[src/rtl/riscv_decode_stage.sv]
// riscv_decode_stage
//   Registered RV32 decode stage between fetch and execute. Decodes the RV32I
//   integer ALU ops, LUI, AUIPC, LW, SW and (optionally) the M-extension
//   multiplies into an execute bundle. The stage holds two entries: the output
//   register plus one skid register. The skid holds already-decoded bundles.
//
// Ports
//   clk, rst_n          rising-edge clock, async active-low reset
//   flush               drop everything held and the instruction offered this cycle
//   in_valid/in_ready   fetch handshake (in_ready is registered: !skid_full)
//   in_inst, in_pc      instruction word and its address
//   out_valid/out_ready execute handshake
//   out_*               decoded bundle (enums encoded as below, X encodings are 0)
//   illegal_cnt         saturating count of illegal instructions handed to execute
//
// Encodings
//   exec_fun: X=0 ADD=1 SUB=2 AND=3 OR=4 XOR=5 SLL=6 SRL=7 SRA=8 SLT=9 SLTU=10
//             MUL=11 MULH=12 MULHSU=13 MULHU=14
//   op1_sel : X=0 RS1=1 PC=2   (X means operand 1 is zero)
//   op2_sel : X=0 RS2=1 IMM=2
//   wb_sel  : X=0 ALU=1 MEM=2
module riscv_decode_stage #(
  parameter int XLEN     = 32,
  parameter int ENABLE_M = 0,
  parameter int CNT_W    = 16
) (
  input  logic             clk,
  input  logic             rst_n,
  input  logic             flush,
  input  logic             in_valid,
  output logic             in_ready,
  input  logic [31:0]      in_inst,
  input  logic [XLEN-1:0]  in_pc,
  output logic             out_valid,
  input  logic             out_ready,
  output logic [XLEN-1:0]  out_pc,
  output logic [3:0]       out_exec_fun,
  output logic [1:0]       out_op1_sel,
  output logic [1:0]       out_op2_sel,
  output logic [1:0]       out_wb_sel,
  output logic             out_mem_we,
  output logic [4:0]       out_rs1,
  output logic [4:0]       out_rs2,
  output logic [4:0]       out_rd,
  output logic [XLEN-1:0]  out_imm,
  output logic             out_invalid,
  output logic [CNT_W-1:0] illegal_cnt
);

  if (XLEN != 32) begin : g_xlen_chk
    $error("riscv_decode_stage: XLEN must be 32");
  end

  localparam logic [3:0] ALU_X    = 4'd0,  ALU_ADD  = 4'd1,  ALU_SUB    = 4'd2;
  localparam logic [3:0] ALU_AND  = 4'd3,  ALU_OR   = 4'd4,  ALU_XOR    = 4'd5;
  localparam logic [3:0] ALU_SLL  = 4'd6,  ALU_SRL  = 4'd7,  ALU_SRA    = 4'd8;
  localparam logic [3:0] ALU_SLT  = 4'd9,  ALU_SLTU = 4'd10, ALU_MUL    = 4'd11;
  localparam logic [3:0] ALU_MULH = 4'd12, ALU_MULHSU = 4'd13, ALU_MULHU = 4'd14;

  localparam logic [1:0] OP1_X = 2'd0, OP1_RS1 = 2'd1, OP1_PC  = 2'd2;
  localparam logic [1:0] OP2_X = 2'd0, OP2_RS2 = 2'd1, OP2_IMM = 2'd2;
  localparam logic [1:0] WB_X  = 2'd0, WB_ALU  = 2'd1, WB_MEM  = 2'd2;

  localparam logic [6:0] OPC_OP    = 7'b0110011;
  localparam logic [6:0] OPC_OPIMM = 7'b0010011;
  localparam logic [6:0] OPC_LUI   = 7'b0110111;
  localparam logic [6:0] OPC_AUIPC = 7'b0010111;
  localparam logic [6:0] OPC_LOAD  = 7'b0000011;
  localparam logic [6:0] OPC_STORE = 7'b0100011;

  typedef struct packed {
    logic [XLEN-1:0] pc;
    logic [3:0]      fun;
    logic [1:0]      op1;
    logic [1:0]      op2;
    logic [1:0]      wb;
    logic            mem_we;
    logic [4:0]      rs1;
    logic [4:0]      rs2;
    logic [4:0]      rd;
    logic [XLEN-1:0] imm;
    logic            invalid;
  } bundle_t;

  // ---------------------------------------------------------------- decode
  bundle_t    dec;
  logic       legal, wr_rd, we;
  logic [3:0] fun;
  logic [1:0] op1, op2, wb;
  logic [31:0] imm;
  logic [6:0] opc, f7;
  logic [2:0] f3;

  assign opc = in_inst[6:0];
  assign f3  = in_inst[14:12];
  assign f7  = in_inst[31:25];

  always_comb begin
    legal = 1'b0;
    wr_rd = 1'b1;
    we    = 1'b0;
    fun   = ALU_X;
    op1   = OP1_X;
    op2   = OP2_X;
    wb    = WB_X;
    imm   = '0;
    case (opc)
      OPC_OP: begin
        legal = 1'b1;
        op1   = OP1_RS1;
        op2   = OP2_RS2;
        wb    = WB_ALU;
        case (f7)
          7'b0000000: begin
            case (f3)
              3'd0: fun = ALU_ADD;
              3'd1: fun = ALU_SLL;
              3'd2: fun = ALU_SLT;
              3'd3: fun = ALU_SLTU;
              3'd4: fun = ALU_XOR;
              3'd5: fun = ALU_SRL;
              3'd6: fun = ALU_OR;
              default: fun = ALU_AND;
            endcase
          end
          7'b0100000: begin
            if (f3 == 3'd0)      fun = ALU_SUB;
            else if (f3 == 3'd5) fun = ALU_SRA;
            else                 legal = 1'b0;
          end
          7'b0000001: begin
            // Only the multiplies; divides are not supported by execute.
            if (ENABLE_M != 0 && !f3[2]) begin
              case (f3[1:0])
                2'd0: fun = ALU_MUL;
                2'd1: fun = ALU_MULH;
                2'd2: fun = ALU_MULHSU;
                default: fun = ALU_MULHU;
              endcase
            end else begin
              legal = 1'b0;
            end
          end
          default: legal = 1'b0;
        endcase
      end
      OPC_OPIMM: begin
        legal = 1'b1;
        op1   = OP1_RS1;
        op2   = OP2_IMM;
        wb    = WB_ALU;
        imm   = {{20{in_inst[31]}}, in_inst[31:20]};
        case (f3)
          3'd0: fun = ALU_ADD;
          3'd2: fun = ALU_SLT;
          3'd3: fun = ALU_SLTU;
          3'd4: fun = ALU_XOR;
          3'd6: fun = ALU_OR;
          3'd7: fun = ALU_AND;
          3'd1: begin
            fun   = ALU_SLL;
            imm   = {27'b0, in_inst[24:20]};
            legal = (f7 == 7'b0000000);
          end
          default: begin
            imm = {27'b0, in_inst[24:20]};
            if (f7 == 7'b0000000)      fun = ALU_SRL;
            else if (f7 == 7'b0100000) fun = ALU_SRA;
            else                       legal = 1'b0;
          end
        endcase
      end
      OPC_LUI, OPC_AUIPC: begin
        legal = 1'b1;
        op1   = (opc == OPC_AUIPC) ? OP1_PC : OP1_X;
        op2   = OP2_IMM;
        wb    = WB_ALU;
        fun   = ALU_ADD;
        imm   = {in_inst[31:12], 12'b0};
      end
      OPC_LOAD: begin
        legal = (f3 == 3'b010);
        op1   = OP1_RS1;
        op2   = OP2_IMM;
        wb    = WB_MEM;
        fun   = ALU_ADD;
        imm   = {{20{in_inst[31]}}, in_inst[31:20]};
      end
      OPC_STORE: begin
        legal = (f3 == 3'b010);
        wr_rd = 1'b0;
        we    = 1'b1;
        op1   = OP1_RS1;
        op2   = OP2_IMM;
        fun   = ALU_ADD;
        imm   = {{20{in_inst[31]}}, in_inst[31:25], in_inst[11:7]};
      end
      default: legal = 1'b0;
    endcase

    // Illegal words collapse to the all-X bundle; register indices stay raw.
    dec         = '0;
    dec.pc      = in_pc;
    dec.rs1     = in_inst[19:15];
    dec.rs2     = in_inst[24:20];
    dec.invalid = !legal;
    if (legal) begin
      dec.fun    = fun;
      dec.op1    = op1;
      dec.op2    = op2;
      dec.wb     = wb;
      dec.mem_we = we;
      dec.rd     = wr_rd ? in_inst[11:7] : 5'd0;
      dec.imm    = imm;
    end
  end

  // ------------------------------------------------------- output + skid
  bundle_t         out_q, out_d, skid_q, skid_d;
  logic            out_valid_q, out_valid_d, skid_valid_q, skid_valid_d;
  logic [CNT_W-1:0] cnt_q, cnt_d;
  logic            in_fire, out_fire;

  // in_ready comes straight off the skid flop, never from out_ready.
  assign in_ready = !skid_valid_q;
  assign in_fire  = in_valid && in_ready;
  assign out_fire = out_valid_q && out_ready;

  always_comb begin
    out_d        = out_q;
    out_valid_d  = out_valid_q;
    skid_d       = skid_q;
    skid_valid_d = skid_valid_q;
    cnt_d        = cnt_q;

    if (flush) begin
      out_valid_d  = 1'b0;
      skid_valid_d = 1'b0;
    end else if (!out_valid_q || out_ready) begin
      // Output slot frees this edge; the skid is older than any new input.
      if (skid_valid_q) begin
        out_d        = skid_q;
        out_valid_d  = 1'b1;
        skid_valid_d = 1'b0;
      end else if (in_fire) begin
        out_d       = dec;
        out_valid_d = 1'b1;
      end else begin
        out_valid_d = 1'b0;
      end
    end else if (in_fire) begin
      skid_d       = dec;
      skid_valid_d = 1'b1;
    end

    // A bundle taken by execute counts even on a flush cycle: it was delivered.
    if (out_fire && out_q.invalid && cnt_q != {CNT_W{1'b1}})
      cnt_d = cnt_q + 1'b1;
  end

  always_ff @(posedge clk or negedge rst_n) begin
    if (!rst_n) begin
      out_q        <= '0;
      out_valid_q  <= 1'b0;
      skid_q       <= '0;
      skid_valid_q <= 1'b0;
      cnt_q        <= '0;
    end else begin
      out_q        <= out_d;
      out_valid_q  <= out_valid_d;
      skid_q       <= skid_d;
      skid_valid_q <= skid_valid_d;
      cnt_q        <= cnt_d;
    end
  end

  assign out_valid    = out_valid_q;
  assign out_pc       = out_q.pc;
  assign out_exec_fun = out_q.fun;
  assign out_op1_sel  = out_q.op1;
  assign out_op2_sel  = out_q.op2;
  assign out_wb_sel   = out_q.wb;
  assign out_mem_we   = out_q.mem_we;
  assign out_rs1      = out_q.rs1;
  assign out_rs2      = out_q.rs2;
  assign out_rd       = out_q.rd;
  assign out_imm      = out_q.imm;
  assign out_invalid  = out_q.invalid;
  assign illegal_cnt  = cnt_q;

endmodule

[config.mk]
export PLATFORM = sky130hd
export DESIGN_NAME = riscv_decode_stage
export DESIGN_NICKNAME = d
export VERILOG_FILES = /design/src/rtl/riscv_decode_stage.sv
export SDC_FILE = /design/constraint.sdc
export NUM_CORES = 1
export LEC_CHECK = 0
export CAP_MARGIN = 20
export CORE_MARGIN = 4
export CORE_UTILIZATION = 47
export CTS_CLUSTER_SIZE = 24
export DETAILED_ROUTE_END_ITERATION = 16
export PLACE_DENSITY = 0.84
export SETUP_SLACK_MARGIN = 0.1
export SLEW_MARGIN = 0
export SYNTH_ARGS = -nofsm -noshare
export SYNTH_HDL_FRONTEND = slang
export SYNTH_SLANG_ARGS = --single-unit
[constraint.sdc]
create_clock -name clk -period 2 [get_ports clk]
set_clock_uncertainty 0.05 [all_clocks]
set_input_delay 0.4 -clock clk [delete_from_list [all_inputs] [get_ports clk]]
set_output_delay 0.4 -clock clk [all_outputs]
set_load 0.02 [all_outputs]
==> results_dict.tcl <==
set metrics [dict create \
    worst_hold_path.num_cells 3 \
    numCtsBuffers 17 \
    cp-end-kind "flip-flop" \
    first_iter_violations 599 \
    met1_usage_pct 30.4 \
    fin_ws_ns -0.186 \
    grt.overflow.total 0 \
    die_width_um 145 \
    final_common_cell "nand2_1" \
    r2r_slack_ns 0.10 \
    post_drt_via_cell_ratio 5.62 \
    cts.sinks 200 \
    hold-path-endpoint "skid_q[8]" \
    ys_ff_latch 200 \
    synth_area_leader_cell "dfrtp_1" \
    final_net_count 1222 \
    synth-warning-count 0 \
    worst_setup_path_start_kind "input pin" \
    buffers_added_on_ports 177 \
    grt_util_met2_pct 37.3 \
    drt.antenna.violating_nets 0 \
    violations "negative setup slack" \
    cts.htree.levels 4 \
    fp.dieH_um 145 \
    layout.cells.most_common_list "242 x nand2_1, 197 x dfrtp_1, 100 x clkdlybuf4s50_1" \
    cell_chosen_for_the_clock_root "clkbuf_16" \
    ff2ff_path_depth 5 \
    worst_skew_pair.late_latency_ns 0.43 \
    global_route.peak_usage_layer "met2" \
    hold_violations_final 0 \
    maxCapViolCount 0 \
    ioPinCount 178 \
    placeableCoreArea_um2 18600 \
    final-max-slew-violation-count 0 \
    synth_top_cells_by_area "dfrtp_1 56%, nand2_1 10%, mux2i_1 4.8%" \
    rows 50 \
    power_leakage_nw 6.11 \
    initial_core_utilization_pct 47.6 \
    gr-usage-met3_pct 6.76 \
    clk_transition_reported_paths_ns 0.07 \
    max_freq_mhz 457 \
    launching_point_of_the_worst_reg2reg_path "skid_valid_q" \
    cp.required_ns 2.31 \
    synthDominantCellAreaShare_pct 56.4 \
    routedWlPerCell_um 18.2 \
    post_route_cells_drive_above_1_share_pct 17.8 \
    finalWirelength_mm 25.5 \
    first_global_vias 7988 \
    post_synth_instance_area_um2 8880 \
    vdd.ir_drop.worst_v 0.000621 \
    outcome "finished, violations left" \
    cts_max_path_buffers 2 \
    critPathKind "input pin to flip-flop" \
    pre_cts_ws_ns -1.06 \
    grt_antenna_before_repair 3 \
    p_per_area_nw_per_um2 799 \
    async_reset_ff_share_pct 100 \
    synth_nets 982 \
    final_cycle_share_pct 109 \
    pin_count_of_the_biggest_net_entering_global_routing 63 \
    grt_setup_unrepaired "yes" \
    drt_first_pass_iters 6 \
    global_route_wire_length_before_repair_mm 40.5 \
    die_area_um2 21200 \
    distinct_cell_type_count_of_the_synthesized_netlist 50 \
    postPlaceCellArea_um2 11700 \
    tritoncts "built" \
    max-slew-margin-rel_pct 65.2 \
    crit_fanout 6 \
    synthesis.area_per_instance_um2 9.74 \
    vias 7873 \
    postLayoutCellArea_um2 12700 \
    worstReg2RegEnd "out_imm[20]" \
    remaining_drc_errors 0 \
    finalWorstPathRequiredPeriod_ns 2.19 \
    synth_enable_flop_cells 0 \
    final_weighted_congestion_in_routability_driven_placement 0.894 \
    hold_path.class "input pin to flip-flop" \
    timing_worst_slew_pin_value_ns 0.522 \
    most_used_flip_flop_cell_after_synthesis "dfrtp_1" \
    worst-endpoint-arrival_ns 2.50 \
    hpwl_dp_mm 16.9 \
    grt.total_usage_pct 23.6 \
    synthToLayoutAreaGrowth_pct 43.0 \
    hold_path_startpoint "in_inst[27]" \
    yosysSeqAreaShare_pct 56.4 \
    postSynthCellCount 912 \
    finalSetupViolCount 88 \
]
kinds of logic after synthesis:
group / after synthesis / share of synthesized area [%]
muxes: 44 / 4.97
DFF: 200 / 56.4
xor gates and xnor gates: 15 / 1.48
adders and majority gates: 1 / 0.141
and+or+nand+nor: 362 / 17.8
AOI/OAI and AO/OA: 218 / 16.1
buffers and inverters: 72 / 3.17
where the power goes:
group          internal, mW  total (mW)  switching, mW
clock                  1.87        3.49           1.63
combinational         0.861        1.88           1.02
sequential             4.49        4.77          0.284
total                  7.22        10.2           2.93
flip-flops by register name, indices dropped and copies added, names as in the netlist, 2 cells and up:
| register | count |
|---|---|
| out_exec_fun | 4 |
| out_rs1 | 5 |
| out_op2_sel | 2 |
| out_rd | 5 |
| out_imm | 32 |
| out_wb_sel | 2 |
| out_rs2 | 5 |
| out_op1_sel | 2 |
| illegal_cnt | 16 |
| skid_q | 91 |
| out_pc | 32 |
area by class of cell:
type / count / area (µm²)
timing repair buffer: 290 / 2910
multi-input combinational: 640 / 3860
inverter: 3 / 11.3
antenna: 2 / 5.00
clock inverter: 12 / 133
sequential: 200 / 5010
tap: 234 / 293
clock buffer: 20 / 467
fill: 1353 / 5940
worst max-delay path: stages:
cell	delay [ns]
buf_6	0.09
or4_4	0.55
o41a_1	0.36
o311a_4	0.40
buf_6	0.13
nand2_4	0.08
buf_12	0.11
buf_4	0.12
nand4_1	0.10
a21oi_1	0.16
per-stage QoR:
step	total power [mW]	hold slack (ns)	TNS [ns]	util (%)	std cells
2_1_floorplan	5.67	0.0544	-29.56	-	912
3_3_place_gp	6.69	0.316	-83.46	62.6	1354
3_5_place_dp	6.76	0.316	-85.19	62.6	1354
4_1_cts	10.2	0.259	-3.10	66.7	1394
5_1_grt	10.6	0.267	-12.24	68.1	1401
6_report	10.2	0.273	-8.68	68.1	1401
what timing repair did:
| item | in CTS | in global routing |
|---|---|---|
| resized for setup | 101 | 59 |
| pin swaps | 28 | 17 |
| buffers inserted | 6 | 5 |
| gates cloned | 1 | 1 |
| endpoints found under the hold margin | 36 | 0 |
| setup endpoints to repair | 127 | 122 |
| hold buffers | 1 | 0 |
cells in the mapped netlist, types with 4 or more instances:
| master | count |
|---|---|
| a21oi_1 | 36 |
| a221o_1 | 6 |
| a221oi_1 | 6 |
| a22o_1 | 26 |
| a31oi_1 | 15 |
| a32o_1 | 5 |
| and2_1 | 4 |
| and3_1 | 14 |
| buf_1 | 7 |
| clkbuf_1 | 58 |
| dfrtp_1 | 200 |
| mux2i_1 | 43 |
| nand2_1 | 248 |
| nand3_1 | 21 |
| nand3b_1 | 4 |
| nand4_1 | 8 |
| nor2_1 | 34 |
| nor2b_1 | 10 |
| nor3_1 | 4 |
| o211ai_1 | 19 |
| o21a_1 | 9 |
| o21ai_0 | 76 |
| o31ai_1 | 11 |
| xnor2_1 | 12 |
per-layer routing:
layer | routed length (µm) | part of all wire [%] | vias up
met1 | 10400 | 41 | 3815
li1 | - | - | 3662
met2 | 12200 | 48 | 340
met3 | 2030 | 8.0 | 54
met5 | 13 | 0.051 | -
met4 | 809 | 3.2 | 2
how the worst max path moves through the flow:
stage,start,to,cells past startpoint
after global placement,in_inst[25],out_imm[10],7
after CTS,in_inst[27],out_wb_sel[1],9
after global routing,in_inst[27],out_wb_sel[1],9
final,in_inst[27],out_exec_fun[2],10
after detailed placement,in_inst[25],out_imm[5],7
after floorplan,in_inst[25],out_imm[10],7
(Power assumes the default switching activity.)
